<file path="src/rtl/clk_div_pkg.sv">
// Shared types and limits for the clock divider and its receive-side detector.
package clk_div_pkg;
  typedef enum logic [1:0] {IDLE, ACQ, MEAS, LOCK} state_t;

  localparam int CNT_W_DEF = 32;
  localparam int DIV_MIN   = 2;
  localparam int DIV_MAX   = 32;
  localparam int MATCH_W   = 4;
endpackage

</file>
<file path="src/rtl/clk_div_detect_if.sv">
// Enable/sample input and measurement results of the divided-clock detector.
interface clk_div_detect_if import clk_div_pkg::*; #(
  parameter int CNT_W = CNT_W_DEF
);
  logic             en;
  logic             clk_in;
  logic [CNT_W-1:0] period;
  logic             period_vld;
  logic             locked;
  logic [CNT_W-1:0] div_out;
  logic             stuck;

  modport master (output en, clk_in, input period, period_vld, locked, div_out, stuck);
  modport slave  (input en, clk_in, output period, period_vld, locked, div_out, stuck);
endinterface

</file>
<file path="src/rtl/clk_div_detect_edge_sync.sv">
// Synchronizes a slow clock or strobe into clki and flags its rising edges.
module clk_edge_sync #(
  parameter int SYNC_STAGES = 2
) (
  input  logic clki,
  input  logic rst,
  input  logic d,
  output logic q,
  output logic rise
);
  logic [SYNC_STAGES-1:0] sync;
  logic                   q_d;

  always_ff @(posedge clki or negedge rst) begin
    if (!rst) begin
      sync <= '0;
      q_d  <= 1'b0;
    end else begin
      sync <= {sync[SYNC_STAGES-2:0], d};
      q_d  <= sync[SYNC_STAGES-1];
    end
  end

  assign q    = sync[SYNC_STAGES-1];
  assign rise = q & ~q_d;
endmodule

</file>
<file path="src/rtl/clk_div_detect.sv">
// Measures rising-edge spacing of clk_in in clki cycles, locks on LOCK_CNT
// equal periods and flags a stopped or static clk_in.
module clk_div_detect import clk_div_pkg::*; #(
  parameter int CNT_W       = CNT_W_DEF,
  parameter int LOCK_CNT    = 4,
  parameter int TIMEOUT     = 1024,
  parameter int SYNC_STAGES = 2
) (
  input  logic             clki,
  input  logic             rst,
  clk_div_detect_if.slave  bus
);
  localparam logic [CNT_W-1:0]   TMO    = CNT_W'(TIMEOUT);
  localparam logic [MATCH_W-1:0] M_LOCK = MATCH_W'(LOCK_CNT - 1);

  logic rise, clk_q, unused_sync;

  clk_edge_sync #(.SYNC_STAGES(SYNC_STAGES)) u_sync (
    .clki(clki), .rst(rst), .d(bus.clk_in), .q(clk_q), .rise(rise)
  );
  assign unused_sync = clk_q;

  state_t             state, state_nx;
  logic [CNT_W-1:0]   cnt, cnt_nx, wcnt, wcnt_nx;
  logic [CNT_W-1:0]   period_q, period_nx, div_q, div_nx;
  logic [MATCH_W-1:0] match_cnt, match_nx;
  logic               ref_vld, ref_nx, vld_q, vld_nx;
  logic               locked_q, locked_nx, stuck_q, stuck_nx, same;

  // ref_vld keeps the first period after acquisition from matching a stale register
  assign same = ref_vld && (cnt == period_q);

  always_ff @(posedge clki or negedge rst) begin
    if (!rst) begin
      state     <= IDLE;
      cnt       <= '0;
      wcnt      <= '0;
      period_q  <= '0;
      div_q     <= '0;
      match_cnt <= '0;
      ref_vld   <= 1'b0;
      vld_q     <= 1'b0;
      locked_q  <= 1'b0;
      stuck_q   <= 1'b0;
    end else begin
      state     <= state_nx;
      cnt       <= cnt_nx;
      wcnt      <= wcnt_nx;
      period_q  <= period_nx;
      div_q     <= div_nx;
      match_cnt <= match_nx;
      ref_vld   <= ref_nx;
      vld_q     <= vld_nx;
      locked_q  <= locked_nx;
      stuck_q   <= stuck_nx;
    end
  end

  always_comb begin
    state_nx  = state;
    cnt_nx    = cnt;
    wcnt_nx   = wcnt;
    period_nx = period_q;
    div_nx    = div_q;
    match_nx  = match_cnt;
    ref_nx    = ref_vld;
    vld_nx    = 1'b0;
    locked_nx = locked_q;
    stuck_nx  = stuck_q;
    if (!bus.en) begin
      state_nx  = IDLE;
      cnt_nx    = '0;
      wcnt_nx   = '0;
      period_nx = '0;
      div_nx    = '0;
      match_nx  = '0;
      ref_nx    = 1'b0;
      locked_nx = 1'b0;
      stuck_nx  = 1'b0;
    end else begin
      case (state)
        IDLE: begin
          state_nx = ACQ;
          wcnt_nx  = '0;
        end
        ACQ: begin
          if (rise) begin
            state_nx = MEAS;
            cnt_nx   = CNT_W'(1);
            wcnt_nx  = '0;
            stuck_nx = 1'b0;
            ref_nx   = 1'b0;
          end else if (wcnt >= TMO - 1'b1) begin
            stuck_nx  = 1'b1;
            wcnt_nx   = '0;
            cnt_nx    = '0;
            match_nx  = '0;
            locked_nx = 1'b0;
            div_nx    = '0;
          end else begin
            wcnt_nx = wcnt + 1'b1;
          end
        end
        MEAS, LOCK: begin
          // a rise in the timeout cycle is still a valid period
          if (rise) begin
            period_nx = cnt;
            vld_nx    = 1'b1;
            cnt_nx    = CNT_W'(1);
            stuck_nx  = 1'b0;
            ref_nx    = 1'b1;
            if (same) begin
              if (state == MEAS) begin
                match_nx = match_cnt + 1'b1;
                if (match_nx == M_LOCK) begin
                  locked_nx = 1'b1;
                  div_nx    = cnt;
                  state_nx  = LOCK;
                end
              end
            end else begin
              match_nx  = '0;
              locked_nx = 1'b0;
              div_nx    = '0;
              state_nx  = MEAS;
            end
          end else if (cnt >= TMO) begin
            state_nx  = ACQ;
            stuck_nx  = 1'b1;
            locked_nx = 1'b0;
            div_nx    = '0;
            match_nx  = '0;
            cnt_nx    = '0;
            wcnt_nx   = '0;
            ref_nx    = 1'b0;
          end else if (cnt != '1) begin
            cnt_nx = cnt + 1'b1;
          end
        end
        default: state_nx = IDLE;
      endcase
    end
  end

  assign bus.period     = period_q;
  assign bus.period_vld = vld_q;
  assign bus.locked     = locked_q;
  assign bus.div_out    = div_q;
  assign bus.stuck      = stuck_q;
endmodule
</file>
<file path="src/flat_wrapper.sv">
// flat-port wrapper written by rule: the top's interface ports become plain ports
module clk_div_detect_flat import clk_div_pkg::*;
#(
  parameter int CNT_W       = CNT_W_DEF,
  parameter int LOCK_CNT    = 4,
  parameter int TIMEOUT     = 1024,
  parameter int SYNC_STAGES = 2
)
  (clki, rst, bus_en, bus_clk_in, bus_period, bus_period_vld, bus_locked, bus_div_out, bus_stuck);
  clk_div_detect_if #(.CNT_W(CNT_W)) bus_i ();
  input  logic clki;
  input  logic rst;
  input wire logic [$bits(bus_i.en)-1:0] bus_en;
  input wire logic [$bits(bus_i.clk_in)-1:0] bus_clk_in;
  output wire logic [$bits(bus_i.period)-1:0] bus_period;
  output wire logic [$bits(bus_i.period_vld)-1:0] bus_period_vld;
  output wire logic [$bits(bus_i.locked)-1:0] bus_locked;
  output wire logic [$bits(bus_i.div_out)-1:0] bus_div_out;
  output wire logic [$bits(bus_i.stuck)-1:0] bus_stuck;
  assign bus_i.en = bus_en;
  assign bus_i.clk_in = bus_clk_in;
  assign bus_period = bus_i.period;
  assign bus_period_vld = bus_i.period_vld;
  assign bus_locked = bus_i.locked;
  assign bus_div_out = bus_i.div_out;
  assign bus_stuck = bus_i.stuck;
  clk_div_detect #(.CNT_W(CNT_W), .LOCK_CNT(LOCK_CNT), .TIMEOUT(TIMEOUT), .SYNC_STAGES(SYNC_STAGES)) u_core (.clki(clki), .rst(rst), .bus(bus_i));
endmodule
</file>
<file path="config.mk">
export PLATFORM = sky130hd
export DESIGN_NAME = clk_div_detect_flat
export DESIGN_NICKNAME = d
export VERILOG_FILES = /design/src/rtl/clk_div_pkg.sv /design/src/rtl/clk_div_detect_if.sv /design/src/rtl/clk_div_detect_edge_sync.sv /design/src/rtl/clk_div_detect.sv /design/src/flat_wrapper.sv
export SDC_FILE = /design/constraint.sdc
export NUM_CORES = 1
export LEC_CHECK = 0
export CAP_MARGIN = 15
export CORE_AREA = 2 2 117 119
export DETAILED_ROUTE_END_ITERATION = 16
export DIE_AREA = 0 0 119 121
export GPL_ROUTABILITY_DRIVEN = 0
export PLACE_DENSITY = 0.72
export SYNTH_ARGS = -nofsm -noshare
export SYNTH_HDL_FRONTEND = slang
export SYNTH_SLANG_ARGS = --single-unit
</file>
<file path="constraint.sdc">
create_clock -name clki -period 2.88 [get_ports clki]
set_input_delay 0.288 -clock clki [delete_from_list [all_inputs] [get_ports clki]]
set_output_delay 0.288 -clock clki [all_outputs]
set_load 0.02 [all_outputs]
</file>
==> results of run 1 <==
-- metrics by stage --
step / total power [W] / cell area, um2
2_1_floorplan: 0.00216 / 6440
3_3_place_gp: 0.00224 / 7330
3_5_place_dp: 0.00225 / 7340
4_1_cts: 0.00449 / 7960
5_1_grt: 0.00460 / 7970
6_report: 0.00447 / 7970
-- flip-flops by register name (all words and copies together), names as in the netlist --
| signal | cells |
|---|---|
| u_core.bus.stuck | 1 |
| u_core.ref_vld | 1 |
| u_core.bus.period_vld | 1 |
| u_core.u_sync.q_d | 1 |
| u_core.bus.period | 32 |
| u_core.match_cnt | 4 |
| u_core.bus.div_out | 32 |
| u_core.cnt | 32 |
| u_core.u_sync.sync | 2 |
| u_core.bus.locked | 1 |
| u_core.state | 2 |
| u_core.wcnt | 32 |
-- Yosys cell counts (12+ instances only) --
master	instances
xnor2_1	13
o21ai_0	34
a31oi_1	19
nor2_1	57
nand4_1	14
dfrtp_1	141
and3_1	14
inv_1	16
buf_2	12
a21oi_1	14
clkbuf_1	21
a22o_1	56
xor2_1	19
nor4_1	16
nand2_1	40
nand3_1	23
-- layout make-up --
type | count | area share
repair buffers | 92 | 0.111
well taps | 176 | 0.0276
clock inverters | 15 | 0.0232
multi-input cells | 413 | 0.334
inverters | 17 | 0.00800
clock buffers | 17 | 0.0534
flip-flops and latches | 141 | 0.443
-- layout by cell type (no fill, tap or decap), types with 2 or more instances in the layout --
cell               n
dfrtp_1          141
clkdlybuf4s50_1   69
a22o_1            56
nor2_1            56
nand2_1           40
o21ai_0           34
nand3_1           23
xor2_1            19
a31oi_1           19
buf_4             19
clkbuf_16         17
inv_1             16
nor4_1            16
nand4_1           14
a21oi_1           14
and3_1            14
xnor2_1           13
nor2b_1            9
nor3_1             9
o21a_1             9
a41oi_1            8
and4_1             6
o31ai_1            6
nand2b_1           5
ha_1               5
a21o_1             4
inv_6              3
bufinv_16          3
clkinv_2           3
clkinvlp_4         3
nor4b_1            2
nor2_2             2
or4_1              2
or3_1              2
or2_1              2
and2_1             2
inv_8              2
buf_6              2
-- worst reg2reg max path, delay by kind of cell, from the launching register on --
family,cells,cell delay [ps]
compound gates,3,1450
simple gates,2,690
flops,1,450
buf+inv,1,110
-- cell families after synthesis --
logic type	Yosys count
AO/OA/AOI/OAI	160
XOR/XNOR	32
adder cells (fa/ha/maj)	5
buffers and inverters	56
flip-flops	141
AND/OR/NAND/NOR	215
-- metal layers --
layer / up-vias / global-route usage / part of all wire
met5: - / 0 / 0
met4: 0 / 0.0967 / 0.019
met3: 21 / 0.0517 / 0.057
met2: 183 / 0.389 / 0.49
met1: 2600 / 0.299 / 0.43
li1: 2385 / - / -
-- what timing repair did --
item | 4_1_cts | 5_1_grt
endpoints found under the setup margin | 0 | 32
hold endpoints to repair | 64 | 0
hold buffers | 1 | 0
-- worst paths after layout --
path / from / to / cells after the start
worst max register to register: u_core.cnt[8]$_DFFE_PN0P_ / u_core.bus.div_out[29]$_DFFE_PN0P_ / 6
worst min-delay path: bus_clk_in / u_core.u_sync.sync[0]$_DFF_PN0_ / 1
worst min register to register: u_core.u_sync.sync[0]$_DFF_PN0_ / u_core.u_sync.sync[1]$_DFF_PN0_ / 0
worst max-delay path: u_core.cnt[8]$_DFFE_PN0P_ / u_core.bus.div_out[29]$_DFFE_PN0P_ / 6
max in group asynchronous: rst / u_core.wcnt[15]$_DFFE_PN0P_ / 3
min in group asynchronous: rst / u_core.bus.div_out[9]$_DFFE_PN0P_ / 2
-- power groups by stage --
| stage | combinational (W) | clock, W | sequential [W] |
|---|---|---|---|
| 6_report | 0.000207 | 0.00225 | 0.00201 |
| 5_1_grt | 0.000227 | 0.00237 | 0.00201 |
| 4_1_cts | 0.000205 | 0.00228 | 0.00201 |
| 3_5_place_dp | 0.000203 | 0 | 0.00204 |
| 3_3_place_gp | 0.000196 | 0 | 0.00204 |
| 2_1_floorplan | 0.000118 | 0 | 0.00204 |
==> results.sh, run 1 <==
export IMPL_status="finished, final reports clean"
export IMPL_cp_max_fo=16
export IMPL_antennaDiodeCount=0
export IMPL_drv_cap=0
export IMPL_worstPathRequired_ps=3250
export IMPL_drt_iter0_drc=469
export IMPL_ctsHtreeMaxLevel=4
export IMPL_insertion_delay_ps=430
export IMPL_drt_wl_total_um=16300
export IMPL_grt_max_degree=67
export IMPL_ys_seq_elements=141
export IMPL_grt_overflow=0
export IMPL_timing_hold_ws_ps=316
export IMPL_syn_cell_area_um2=6440
export IMPL_final_max_slew_viol_count=0
export IMPL_fillCellCount=1029
export IMPL_num_rows=42
export IMPL_place_hpwl_um=11100
export IMPL_p_int_w=0.00342
export IMPL_multiInputGateArea_um2=2660
export IMPL_yosysSeqAreaShare=0.548
export IMPL_crit_arrival_ps=3120
export IMPL_synth_top_area_share=0.548
export IMPL_synth_warnings=0
export IMPL_grt_pass1_vias=5038
export IMPL_max_freq_mhz=363
export IMPL_cp_cell_sequence="inv_1, a221o_1, nor4_4, nand4_4, o21ai_2, a22o_1"
export IMPL_power_frac_comb=0.046
export IMPL_post_cts_resized=0
export IMPL_finalSetupViolCount=0
export IMPL_cpPeakStageDelay_ps=780
export IMPL_p_clk_frac=0.504
export IMPL_switchingPower_w=0.00105
export IMPL_port_buffers=70
export IMPL_p_seq_frac=0.449
export IMPL_yosys_area_top_type="dfrtp_1"
export IMPL_synth_top_family_by_area="compound AO/OA/AOI/OAI gates"
export IMPL_hold_viol_final=0
export IMPL_synthCells=609
export IMPL_worstSetupPathType="register to register"
export IMPL_synth_simple_area_share=0.179
export IMPL_worstSetupStartpointType="register"
export IMPL_clock_sinks=141
export IMPL_rrSetupSlack_ps=120
export IMPL_drive_above_1_share=0.0978
export IMPL_tightestPinTransition_ps=905
export IMPL_die_width_um=119
export IMPL_drc=0
export IMPL_track_usage=0.234
export IMPL_slowest_stage="o21ai_2"
export IMPL_cp_num_buf_inv=1
export IMPL_fin_util=0.609
export IMPL_fin_crit_ps=2760
export IMPL_die_area_um2=14400
export IMPL_synth_compound_area_frac=0.180
export IMPL_placed_cells=837
export IMPL_synth_xor_xnor_area_share=0.0435
export IMPL_ios=71
export IMPL_final_cells=871
export IMPL_critical_path_top_delay_family="compound AO/OA/AOI/OAI gates"
export IMPL_setup_tns_final_ps=0
export IMPL_first_pass_iters=6
export IMPL_finalNetCount=691
export IMPL_skew_ps=12.2
export IMPL_grt_pass1_wl_um=26100
export IMPL_synthMuxAreaShare=0
export IMPL_via_count=5189
export IMPL_start_util=0.492
export IMPL_pre_cts_slack_ps=143
export IMPL_syn_avg_cell_area_um2=10.6
export IMPL_postRouteAntennaNets=0
export IMPL_synthFlopType="dfrtp_1"
export IMPL_post_drt_wl_per_cell_um=18.7
export IMPL_cts_tree="yes"
export IMPL_vias_per_cell=5.96
export IMPL_synthToLayoutAreaGrowth_pct=23.8
export IMPL_synth_async_reset_ratio=1.00
export IMPL_hold_path_class="primary input to register"
export IMPL_clockBufferDepth=2
export IMPL_power_density_nw_per_um2=560
export IMPL_synth_edf_count=0
export IMPL_clk_pin_slew_worst_paths_ps=60
export IMPL_setup_ws_ps=124
export IMPL_cts_made_buffers=17
export IMPL_synth_area_top_cells="dfrtp_1 (55%), a22o_1 (7.6%), nor2_1 (3.3%)"
export IMPL_synth_cell_types=55
export IMPL_peakVddDrop_v=0.000351
export IMPL_cts_root_buf="clkbuf_16"
export IMPL_p_leak_nw=3.59
export IMPL_switching_share=0.235
export IMPL_period_share=0.957
export IMPL_post_cts_buffers=0
export IMPL_core_area_um2=13100
export IMPL_rsz0062_at_grt="false"
export IMPL_crit_path_end_kind="register"
export IMPL_syn_num_nets=618
export IMPL_fp_dieH_um=121
export IMPL_synth_fa_ha_area_frac=0.00971
export IMPL_slew_limit_headroom=0.397
export IMPL_regArea_um2=3530
export IMPL_antenna_found_initial=0
Note: power is estimated with default switching activity, not from simulation.
==> inputs of run 2 (changes only) <==
--- a/config.mk
+++ b/config.mk
@@ -6,11 +6,11 @@
 export NUM_CORES = 1
 export LEC_CHECK = 0
 export CAP_MARGIN = 15
-export CORE_AREA = 2 2 117 119
+export CORE_AREA = 2 2 112 114
 export DETAILED_ROUTE_END_ITERATION = 16
-export DIE_AREA = 0 0 119 121
+export DIE_AREA = 0 0 114 116
 export GPL_ROUTABILITY_DRIVEN = 0
-export PLACE_DENSITY = 0.72
+export PLACE_DENSITY = 0.78
 export SYNTH_ARGS = -nofsm -noshare
 export SYNTH_HDL_FRONTEND = slang
 export SYNTH_SLANG_ARGS = --single-unit
==> run 2 against run 1 <==
Compared with the run above: global-route usage increased by 3.0 points; die area decreased by 8.2%; wire length increased by 2.6%; largest power group unchanged.
==> results.sh, run 2 (synthesized netlist as in run 1, its figures left out) <==
export IMPL_ctsHtreeMaxLevel=4
export IMPL_place_hpwl_um=11200
export IMPL_postRouteAntennaNets=0
export IMPL_crit_arrival_ps=3090
export IMPL_worstSetupPathType="register to register"
export IMPL_setup_tns_final_ps=0
export IMPL_skew_ps=8.80
export IMPL_antenna_found_initial=0
export IMPL_drc=0
export IMPL_rrSetupSlack_ps=140
export IMPL_hold_depth=1
export IMPL_rsz0062_at_grt="false"
export IMPL_place_area_um2=7290
export IMPL_power_density_nw_per_um2=591
export IMPL_fin_crit_ps=2740
export IMPL_start_util=0.541
export IMPL_reg2regPathDepth=6
export IMPL_pre_cts_slack_ps=147
export IMPL_tightestPinTransition_ps=935
export IMPL_clk_pin_slew_worst_paths_ps=60
export IMPL_final_cells=840
export IMPL_grt_overflow=0
export IMPL_core_area_um2=11900
export IMPL_finalSetupViolCount=0
export IMPL_placed_cells=806
export IMPL_drt_iter0_drc=497
export IMPL_post_cts_resized=0
export IMPL_synthToLayoutAreaGrowth_pct=24.0
export IMPL_cp_max_fo=32
export IMPL_port_buffers=70
export IMPL_cts_tree="yes"
export IMPL_die_area_um2=13200
export IMPL_grt_pass1_vias=5143
export IMPL_clockBufferDepth=2
export IMPL_multiInputGateArea_um2=2660
export IMPL_hold_viol_final=0
export IMPL_first_pass_iters=8
export IMPL_num_rows=40
export IMPL_fp_dieH_um=116
export IMPL_drive_above_1_share=0.0909
export IMPL_worstSetupStartpointType="register"
export IMPL_grt_pass1_wl_um=26800
export IMPL_crit_end="u_core.bus.div_out[21]$_DFFE_PN0P_"
export IMPL_grt_max_degree=77
export IMPL_clock_sinks=141
export IMPL_crit_path_end_kind="register"
export IMPL_track_usage=0.265
export IMPL_antennaDiodeCount=0
export IMPL_p_leak_nw=3.61
export IMPL_post_drt_wl_per_cell_um=19.9
export IMPL_hold_path_class="primary input to register"
export IMPL_cts_root_buf="clkbuf_16"
export IMPL_ios=71
export IMPL_via_count=5294
export IMPL_final_cell_area_um2=7980
export IMPL_final_cell_mix="dfrtp_1 (141), clkdlybuf4s50_1 (69), a22o_1 (56), nor2_1 (56), nand2_1 (40)"
export IMPL_cts_made_buffers=17
export IMPL_peakVddDrop_v=0.000550
export IMPL_final_max_slew_viol_count=0
export IMPL_r2r_end="u_core.bus.div_out[21]$_DFFE_PN0P_"
export IMPL_final_common_cell="dfrtp_1"
export IMPL_vias_per_cell=6.30
export IMPL_post_cts_buffers=0
export IMPL_status="finished, final reports clean"
export IMPL_period_share=0.950
export IMPL_worstPathRequired_ps=3240
export IMPL_fillCellCount=863
export IMPL_slew_limit_headroom=0.374
export IMPL_r2r_start="u_core.cnt[16]$_DFFE_PN0P_"
export IMPL_max_freq_mhz=366
export IMPL_die_width_um=114
export IMPL_drt_wl_total_um=16700
export IMPL_setup_ws_ps=145
export IMPL_regArea_um2=3530
export IMPL_crit_start="u_core.cnt[16]$_DFFE_PN0P_"
export IMPL_drv_cap=0
export IMPL_insertion_delay_ps=430
export IMPL_power_w=0.00471
export IMPL_finalNetCount=689
run 2: area by class of cell:
| type | instances | share of cell area |
|---|---|---|
| flip-flops and latches | 141 | 0.442 |
| clock inverters | 10 | 0.0263 |
| inverters | 17 | 0.00799 |
| repair buffers | 91 | 0.110 |
| clock buffers | 22 | 0.0581 |
| multi-input cells | 412 | 0.333 |
| well taps | 147 | 0.0230 |
run 2: worst min-delay path by stage:
stage	slack, ps	end	startpoint
global placement	200	u_core.bus.div_out[4]$_DFFE_PN0P_	rst
finish	310	u_core.u_sync.sync[0]$_DFF_PN0_	bus_clk_in
detailed placement	200	u_core.bus.div_out[4]$_DFFE_PN0P_	rst
global route	320	u_core.u_sync.sync[0]$_DFF_PN0_	bus_clk_in
floorplan	-8	u_core.bus.div_out[0]$_DFFE_PN0P_	rst
CTS	310	u_core.u_sync.sync[0]$_DFF_PN0_	bus_clk_in
run 2: critical path, cell delays in order, from the launching register on:
cell and delay (ps):
dfrtp_1 460, xor2_1 180, a221o_1 320, nor4_4 400, nand4_4 240, o21ai_4 780
a22o_1 280
run 2: through the flow:
| step | hold WS [ps] | util |
|---|---|---|
| floorplan | -7.59 | - |
| global placement | 199 | 0.612 |
| detailed placement | 205 | 0.612 |
| CTS | 311 | 0.669 |
| global route | 315 | 0.670 |
| finish | 310 | 0.670 |
run 2: timing repair:
| action | in CTS | in global routing |
|---|---|---|
| endpoints found under the setup margin | 0 | 1 |
| endpoints found under the hold margin | 36 | 0 |
| hold buffers | 1 | 0 |
run 2: power by group:
| part | internal [W] | switching, W | leakage [nW] |
|---|---|---|---|
| clock network | 0.00167 | 0.000832 | 0.325 |
| logic | 0.0000506 | 0.000155 | 1.33 |
| registers | 0.00199 | 0.0000135 | 1.96 |
| total | 0.00371 | 0.00100 | 3.61 |
run 2: layer usage:
layer  global-route usage  up-vias  wire [um]
met4               0.0919        0        323
met1                0.341     2670       7030
met5                    0        -          0
li1                     -     2365          -
met2                0.440      231       8310
met3               0.0669       28       1030
==> inputs of run 3 (changes only) <==
--- a/config.mk
+++ b/config.mk
@@ -6,11 +6,11 @@
 export NUM_CORES = 1
 export LEC_CHECK = 0
 export CAP_MARGIN = 15
-export CORE_AREA = 2 2 112 114
+export CORE_AREA = 2 2 139 141
 export DETAILED_ROUTE_END_ITERATION = 16
-export DIE_AREA = 0 0 114 116
+export DIE_AREA = 0 0 141 143
 export GPL_ROUTABILITY_DRIVEN = 0
-export PLACE_DENSITY = 0.78
+export PLACE_DENSITY = 0.54
 export SYNTH_ARGS = -nofsm -noshare
 export SYNTH_HDL_FRONTEND = slang
 export SYNTH_SLANG_ARGS = --single-unit
==> run 3 against run 2 <==
Compared with the run above: hold slack better by 13 ps; cell count grew 12%; clock power fell by 14%; wire length increased by 9.0%; combinational power grew 5%; clock-buffer cell count decreased by 5; largest cell class unchanged; largest power group unchanged.
==> results.sh, run 3 (synthesized netlist as in run 1, its figures left out) <==
export IMPL_hold_path_class="primary input to register"
export IMPL_synthToLayoutAreaGrowth_pct=25.7
export IMPL_route_met3_wl_um=948
export IMPL_grt_overflow=0
export IMPL_grt_max_degree=69
export IMPL_clk_pin_slew_worst_paths_ps=70
export IMPL_postRouteAntennaNets=0
export IMPL_peakVddDrop_v=0.000465
export IMPL_final_cell_mix="dfrtp_1 (141), clkdlybuf4s50_1 (69), a22o_1 (56), nor2_1 (56), nand2_1 (40)"
export IMPL_routed_wl_met2_um=8610
export IMPL_fin_util=0.436
export IMPL_p_leak_nw=3.63
export IMPL_antenna_found_initial=0
export IMPL_switchingPower_w=0.00117
export IMPL_drt_iter0_drc=546
export IMPL_via_count=5162
export IMPL_cts_made_buffers=17
export IMPL_drt_wl_total_um=18200
export IMPL_rrSetupSlack_ps=230
export IMPL_clock_sinks=141
export IMPL_worstSetupPathType="register to register"
export IMPL_setup_tns_final_ps=0
export IMPL_power_frac_comb=0.049
export IMPL_vias_per_cell=5.48
export IMPL_r2r_start="u_core.cnt[29]$_DFFE_PN0P_"
export IMPL_wl_met1_um=8410
export IMPL_timing_hold_ws_ps=323
export IMPL_switching_share=0.269
export IMPL_r2r_end="u_core.bus.stuck$_DFFE_PN0P_"
export IMPL_die_area_um2=20200
export IMPL_p_clk_frac=0.491
export IMPL_cts_tree="yes"
export IMPL_hold_viol_final=0
export IMPL_slew_limit_headroom=0.512
export IMPL_cp_max_fo=17
export IMPL_num_rows=50
export IMPL_p_seq_frac=0.460
export IMPL_hold_depth=1
export IMPL_die_width_um=141
export IMPL_rsz0062_at_grt="false"
export IMPL_final_max_slew_viol_count=0
export IMPL_worstPathRequired_ps=3160
export IMPL_core_area_um2=18600
export IMPL_place_hpwl_um=12400
export IMPL_top_layer_used="met4"
export IMPL_crit_arrival_ps=2930
export IMPL_fillCellCount=1725
export IMPL_fp_dieH_um=143
export IMPL_status="finished, final reports clean"
export IMPL_clockBufferDepth=2
export IMPL_worstSetupStartpointType="register"
export IMPL_fin_crit_ps=2650
export IMPL_power_w=0.00436
export IMPL_post_cts_buffers=0
export IMPL_ctsHtreeMaxLevel=4
export IMPL_regArea_um2=3530
export IMPL_max_freq_mhz=378
export IMPL_multiInputGateArea_um2=2670
export IMPL_period_share=0.919
export IMPL_reg2regPathDepth=7
export IMPL_drv_cap=0
export IMPL_power_density_nw_per_um2=539
export IMPL_start_util=0.347
export IMPL_port_buffers=70
export IMPL_grt_pass1_wl_um=28900
export IMPL_final_common_cell="dfrtp_1"
export IMPL_crit_path_end_kind="register"
export IMPL_post_drt_wl_per_cell_um=19.3
export IMPL_grt_pass1_vias=4995
export IMPL_p_int_w=0.00319
export IMPL_drive_above_1_share=0.114
export IMPL_finalNetCount=704
export IMPL_insertion_delay_ps=430
export IMPL_first_pass_iters=5
export IMPL_ios=71
export IMPL_min_to="u_core.u_sync.sync[0]$_DFF_PN0_"
export IMPL_skew_ps=12.2
export IMPL_crit_start="u_core.cnt[29]$_DFFE_PN0P_"
export IMPL_antennaDiodeCount=0
export IMPL_cts_root_buf="clkbuf_16"
export IMPL_drc=0
export IMPL_tightestPinTransition_ps=725
export IMPL_finalSetupViolCount=0
export IMPL_track_usage=0.188
export IMPL_min_from="bus_clk_in"
## run 3: cell types whose count changed in the layout (fill, tap and decap cells not counted), sizes merged
cell | before | now
inv | 16 | 23
bufinv | 6 | 0
clkbuf | 22 | 17
clkinv | 4 | 7
buf | 21 | 35
clkinvlp | 1 | 2
o21ai | 35 | 36
## run 3: worst max path at each step
| stage | endpoint | cells after the start |
|---|---|---|
| finish | u_core.bus.stuck$_DFFE_PN0P_ | 7 |
| global route | u_core.bus.stuck$_DFFE_PN0P_ | 8 |
| CTS | u_core.bus.div_out[19]$_DFFE_PN0P_ | 6 |
| detailed placement | u_core.bus.div_out[30]$_DFFE_PN0P_ | 6 |
| global placement | u_core.bus.div_out[28]$_DFFE_PN0P_ | 6 |
| floorplan | u_core.bus.div_out[5]$_DFFE_PN0P_ | 9 |
## run 3: critical path, cell delays in order, from the launching register on
cell and delay, ps:
dfrtp_1 440, buf_4 180, nor4_1 360, and4_1 430, nand3_1 200, buf_4 250, nand3_1 470, o21ai_0 160
## run 3: layout make-up
| class | count | area share |
|---|---|---|
| Sequential cell | 141 | 0.436 |
| Multi-Input combinational cell | 413 | 0.330 |
| Timing Repair Buffer | 105 | 0.119 |
| Clock buffer | 17 | 0.0525 |
| Tap cell | 234 | 0.0362 |
| Clock inverter | 15 | 0.0182 |
| Inverter | 17 | 0.00788 |
## run 3: repair_timing
item,CTS,global route
setup endpoints to repair,0,32
endpoints found under the hold margin,65,0
hold buffers,1,0
resized for setup,0,1
## run 3: layer usage
layer | track usage | up-vias
met5 | 0 | -
met4 | 0.0547 | 0
met3 | 0.0423 | 15
met2 | 0.301 | 177
met1 | 0.258 | 2553
li1 | - | 2417
## run 3: power by group through the flow
stage          clock (W)  combinational (W)  sequential [W]
6_report         0.00214           0.000215         0.00201
5_1_grt          0.00228           0.000239         0.00201
4_1_cts          0.00218           0.000212         0.00201
3_5_place_dp           0           0.000210         0.00204
3_3_place_gp           0           0.000207         0.00204
2_1_floorplan          0           0.000118         0.00204
## run 3: stage by stage
step | instances | worst slack, ps | instance area (um2)
2_1_floorplan | 609 | 780 | 6440
3_3_place_gp | 908 | 155 | 7500
3_5_place_dp | 908 | 83.8 | 7500
4_1_cts | 941 | 73.5 | 8080
5_1_grt | 942 | 9.98 | 8100
6_report | 942 | 233 | 8100
